File: config.mk
export PLATFORM = sky130hd
export DESIGN_NAME = cnt_ceil
export DESIGN_NICKNAME = d
export VERILOG_FILES = /design/src/rtl/cnt_ceil.sv
export SDC_FILE = /design/constraint.sdc
export NUM_CORES = 1
export LEC_CHECK = 0
export CAP_MARGIN = 20
export CORE_AREA = 2 2 39 41
export DETAILED_ROUTE_END_ITERATION = 7
export DIE_AREA = 0 0 41 43
export REMOVE_ABC_BUFFERS = 1
export SYNTH_ARGS = -nofsm -noshare
export SYNTH_HDL_FRONTEND = slang
export SYNTH_SLANG_ARGS = --single-unit
File: constraint.sdc
create_clock -name clk -period 2.1 [get_ports clk]
set_input_delay 0.315 -clock clk [delete_from_list [all_inputs] [get_ports clk]]
set_output_delay 0.315 -clock clk [all_outputs]
set_load 0.02 [all_outputs]
File: src/rtl/cnt_ceil.sv
// -----------------------------------------------------------------------------
// cnt_ceil -- programmable modulo counter (timebase / prescaler)
//
// While enabled, cnt runs 0, 1, ..., ceil-1 and then wraps back to 0.
// co is high, combinationally, during the cycle in which the wrap will happen.
// That makes co usable directly as the enable of a downstream counter.
// ceil is not latched: it is looked at on every cycle. ceil = 0 and ceil = 1
// both give a modulus of 1.
//
// Ports:
//   clk    in   1      rising-edge clock
//   rst_n  in   1      asynchronous active-low reset (forces cnt to 0)
//   en     in   1      count enable; cnt holds while low
//   ceil   in   WIDTH  modulus; sequence is 0..ceil-1
//   cnt    out  WIDTH  current count (registered)
//   co     out  1      carry-out, en & terminal
// -----------------------------------------------------------------------------
module cnt_ceil #(
  parameter int WIDTH = 4
) (
  input  logic             clk,
  input  logic             rst_n,
  input  logic             en,
  input  logic [WIDTH-1:0] ceil,
  output logic [WIDTH-1:0] cnt,
  output logic             co
);

  localparam logic [WIDTH:0]   EXT_ONE = (WIDTH+1)'(1);
  localparam logic [WIDTH-1:0] CNT_ONE = WIDTH'(1);

  logic [WIDTH-1:0] cnt_reg;
  logic [WIDTH-1:0] cnt_next;
  logic [WIDTH:0]   ceil_ext;
  logic [WIDTH:0]   cnt_ext;
  logic [WIDTH:0]   last_ext;
  logic             small_ceil;
  logic             tc;

  // The compare uses one extra bit so that ceil-1 cannot underflow.
  assign ceil_ext   = {1'b0, ceil};
  assign cnt_ext    = {1'b0, cnt_reg};
  assign last_ext   = ceil_ext - EXT_ONE;
  assign small_ceil = (ceil_ext <= EXT_ONE);

  // The terminal test is >= rather than ==. If ceil is lowered below the
  // current count, the counter wraps on the next enabled edge. It does not
  // run on up to the all-ones value first.
  assign tc = small_ceil | (cnt_ext >= last_ext);

  assign co = en & tc;

  always_comb begin
    cnt_next = cnt_reg;
    if (en) begin
      if (tc) cnt_next = '0;
      else    cnt_next = cnt_reg + CNT_ONE;
    end
  end

  always_ff @(posedge clk or negedge rst_n) begin
    if (!rst_n) cnt_reg <= '0;
    else        cnt_reg <= cnt_next;
  end

  assign cnt = cnt_reg;

endmodule

### Yosys cells after proc, flatten, opt, wreduce, memory -nomap -nowiden

Index checks and enable logic that the tools add are counted.

* register bits after elaboration: 4
* logic and storage cells: 8
* input bits: 7
* output and inout bits: 5

* bitwise gates (word level): 2
* $add $sub $neg: 2
* $lt $le $gt $ge: 2
* muxes and demuxes: 1

Operator list (number)
* >= comparator 4 x 5 -> 1 bit: 1
* subtractor 4 x 1 -> 5 bit, second input constant: 1
* adder 4 x 1 -> 4 bit, second input constant: 1
* less-or-equal comparator 4 x 1 -> 1 bit, second input constant: 1
* 2-to-1 mux 4 bit: 1
* AND 1 bit: 1
* OR 1 bit: 1

### Logic depth before layout (Yosys ltp)

* depth after elaboration: 4
* depth in mapped cells: 9
* mapped depth without buffers: 9

### Worst setup path before layout

Ideal clock, no wire load.

* kind: in2out
* start point: in ceil[0]
* end point: out co
* path slack: 0.093 ns
* buffers on the path: 0
* data required time: 1.785 ns
* cell stages on the path: 8
* arrival time: 1.692 ns
* cell sequence: inv_1 > ha_1 > xnor2_1 > ha_1 > a21o_1 > a31oi_4 > o211ai_4 > and2_1

* cells in the longest elaborated chain, start to end: 4
* elaborated cells between the ends (all ways): 5
* classes of those cells: 1 x add/sub; 2 x order compare; 2 x bitwise

Ends and longest elaborated chain
* from (decl): RTL line 24 `input logic [WIDTH-1:0] ceil,`
* subtractor 4 x 1 -> 5 bit: RTL line 43 `assign last_ext = ceil_ext - EXT_ONE;`
* >= comparator 4 x 5 -> 1 bit: RTL line 49 `assign tc = small_ceil | (cnt_ext >= last_ext);`
* OR 1 bit *: RTL line 49
* AND 1 bit *: RTL line 51 `assign co = en & tc;`
* to (decl): RTL line 26 `output logic co`

Mark *: on every way between the ends. The rest lies on a longest branch, timed or not.

### Final worst setup path

* start point: in ceil[1]
* end point: out co

Same word-level chain as after synthesis.

==> summary.md <==
| Metric | Value |
|---|---|
| Synth Area in XOR/XNOR | `4.255%` |
| Synth top area cells | `dfrtp_1 (24%), ha_1 (21%), a31oi_4 (5.2%)` |
| CTS tree | `built` |
| Adder-cell share of the synthesized area | `21.28%` |
| Run status | `complete, no violations` |
| Root Driver | `clkbuf_4` |
| Post-Place Cell Area | `646.9 µm²` |
| 1st-pass router iterations | `3` |
| GR Util All Layers | `12.31%` |
| Reg-to-reg startpoint | `cnt[0]` |
| Clock Power Share | `11.3%` |
| Fillcell total | `132` |
| Number of diodes | `0` |
| Combinational family with the most area after synthesis | `compound AO/OA/AOI/OAI gates` |
| Nets | `88` |
| Share of layout cells above drive strength 1 | `48.61%` |
| Critical Path, Cell by Cell | `buf_6 -> inv_2 -> ha_4 -> xnor2_1 -> ha_1 -> a21o_1 -> a31oi_4 -> o211ai_4 -> and2_4 -> buf_6` |
| Final setup fails | `0` |
| Cell variety after synth | `22` |
| Die Ht | `43 µm` |
| Mux share of post-synthesis cell area | `0%` |
| Net Sw Power | `0.0003414 W` |
| Clk slew on worst S/H paths | `0.04 ns` |
| Min-Delay Path Class | `input pin to asynchronous set/reset pin` |
| Peak VDD IR | `0.0004927 V` |
| Post-synthesis sequential area ratio | `24.32%` |
| Worst Path Required | `1.78 ns` |
| PortBufs | `11` |
| Achievable Freq | `491.0 MHz` |
| RSZ-0062 raised after global routing | `true` |
| Routed WL | `888 µm` |
| GRT overflow | `0` |
| Final hold vios | `0` |
| Post-Layout Cell Count | `88` |
| CP max FO | `2` |
| Complex-gate fraction of the synthesized area | `25.53%` |
| Slowest stage cell, crit path | `ha_1` |
| Dpl hpwl | `709.2 µm` |
| Antenna viol nets, final | `0` |
| Switching Share | `39.91%` |
| Clock insertion delay at the later pin of the skew report | `0.24 ns` |
| Fin. max-slew vios | `0` |
| P_int | `0.0005142 W` |
| Starting density of the core | `29.75%` |
| Clock skew | `0.002272 ns` |
| Synthesized instance count | `42` |
| Routability Congestion | `0.7530` |
| Htree depth | `1` |
| Reg2reg path depth | `9` |
| Cell family with most CP delay | `compound AO/OA/AOI/OAI gates` |
| DRC Markers | `0` |
| Synth Area in Simple Gates | `20.97%` |
| Area delta synth->final | `73.86%` |
| Std-Cell Rows | `14` |
| Vias per cell | `4.523` |
| Mapped Avg Cell Area | `9.801 µm²` |
| Post-synth top area share | `24.32%` |
| Vias in the first global route | `371` |
| CP dominant cell by count | `buf_6` |
| Flop2flop setup slack | `0.21 ns` |
| Yosys reg bits | `4` |
| Hold_buf cts | `0` |
| Worst setup SP type | `input pin` |
| Max-cap check violation count | `0` |
| Synth area leader | `dfrtp_1` |
| First-pass GRT wire length | `1449 µm` |
| Die W | `41 µm` |
| Util after Layout | `51.72%` |
| Most common library cell in the layout ignoring fill and taps | `buf_4` |
| Die footprint | `1763 µm²` |
| Clock Path Buffers | `2` |
| Worst setup EP type | `output port` |
| CTS buffer count | `3` |
| Pwr per Cell Area | `1195 nW/µm²` |
| Iteration-0 DRC Markers | `5` |
| Setup TNS | `0 ns` |
| Most frequent cells in the layout | `buf_4 (16), ha_1 (6), clkdlybuf4s50_1 (6)` |
| Final period utilization | `96.98%` |
| Worst Tran Pin Value | `0.2221 ns` |
| Cell area after synthesis | `411.6 µm²` |
| Final min period | `2.037 ns` |
| RR Endpoint | `cnt[0]` |
| Final instance area | `715.7 µm²` |
| Crit Path Category | `input pin to output port` |
| Largest net degree at the start of global routing | `7` |
| Lkg Pwr | `0.3616 nW` |
| CORE AREA | `1384 µm²` |
| Critical path arrival | `1.72 ns` |
| Relative max-transition margin | `85.06%` |
| Placed cell count | `83` |
| Comb power frac | `72.3%` |
| Wirelength per Cell | `10.09 µm` |
| Total vias in the final route | `398` |
| Part of the power in registers | `16.3%` |
| Clock Sinks | `4` |
| CP peak stage delay | `0.29 ns` |
| Max FFs per register | `4` |
| Initial antenna violation count | `0` |
| Worst Path Buf+Inv | `3` |
| Synth warn | `0` |
| Top-level I/O count | `12` |
cells by family (layout without fill, tap and decap cells):
logic type      count (synthesis)  in the layout
compound gates                  9              9
xor+xnor                        2              2
buf+inv                         4             34
flops                           4              4
fa+ha+maj                       7              7
simple gates                   16             16
power by group through the flow:
stage	combinational [W]	sequential, W	clock (W)
2_1_floorplan	0.000252	0.000204	0
3_3_place_gp	0.000567	0.000140	0
3_5_place_dp	0.000578	0.000141	0
4_1_cts	0.000607	0.000139	0.000102
5_1_grt	0.000680	0.000143	0.000104
6_report	0.000619	0.000140	0.0000970
repair_timing:
item | CTS | global route
hold endpoints to repair | 0 | 0
resized for setup | 20 | 8
setup endpoints to repair | 4 | 1
buffers inserted | 2 | 0
pin swaps | 5 | 4
layout make-up:
cell class                      instances  area [µm²]  share of cell area [%]
Clock buffer                            3       22.52                   3.147
Multi-Input combinational cell         34       326.6                   45.63
Inverter                                4       15.01                   2.098
Tap cell                               16       20.02                   2.797
Sequential cell                         4       100.1                   13.99
Timing Repair Buffer                   27       231.5                   32.34
routing by layer:
| layer | up-vias | part of all wire (%) | track usage [%] |
|---|---|---|---|
| li1 | 211 | - | - |
| met1 | 182 | 47 | 14.38 |
| met2 | 5 | 51 | 18.75 |
| met3 | 0 | 2.1 | 4.712 |
| met4 | 0 | 0 | 6.000 |
| met5 | - | 0 | 0 |
metrics by stage:
| stage | power, W | worst slack, ns | hold WS, ns |
|---|---|---|---|
| after detailed placement | 0.0007182 | -0.8344 | 0.5408 |
| after CTS | 0.0008490 | 0.01388 | 0.2835 |
| after global placement | 0.0007064 | -0.8423 | 0.5371 |
| after global routing | 0.0009267 | -0.004429 | 0.2892 |
| after floorplan | 0.0004560 | 0.09346 | 0.01941 |
| final | 0.0008556 | 0.06336 | 0.2867 |
worst register-to-register path, cell delays in order, from the launching register on:
cell      delay, ns
dfrtp_1        0.38
inv_1          0.08
ha_1           0.22
nand2b_1       0.17
a31oi_4        0.21
o211ai_4       0.10
buf_4          0.13
buf_4          0.14
or3_1          0.32
o21ai_2        0.06
cell usage after synthesis:
library cell	n
xnor2_1	2
o211ai_4	1
nand2b_1	1
o2bb2ai_1	1
a31oi_4	1
o21ai_2	1
nor3_1	2
nor2_1	3
a211o_1	1
dfrtp_1	4
and2_1	1
inv_1	4
ha_1	7
o21ai_4	1
or3_1	1
nand2_2	2
a21o_1	2
or3b_4	1
nand2_1	3
nor4_1	1
nand3_1	1
o21ai_1	1
worst max-delay path by stage:
| stage | endpoint | cells after the start | startpoint | slack, ns |
|---|---|---|---|---|
| finish | co | 10 | ceil[1] | 0.06 |
| detailed placement | co | 10 | ceil[0] | -0.83 |
| global placement | co | 10 | ceil[0] | -0.84 |
| global route | co | 10 | ceil[0] | -0.004 |
| floorplan | co | 8 | ceil[0] | 0.09 |
| CTS | co | 10 | ceil[1] | 0.01 |
Power figures use the tool's default switching activity.
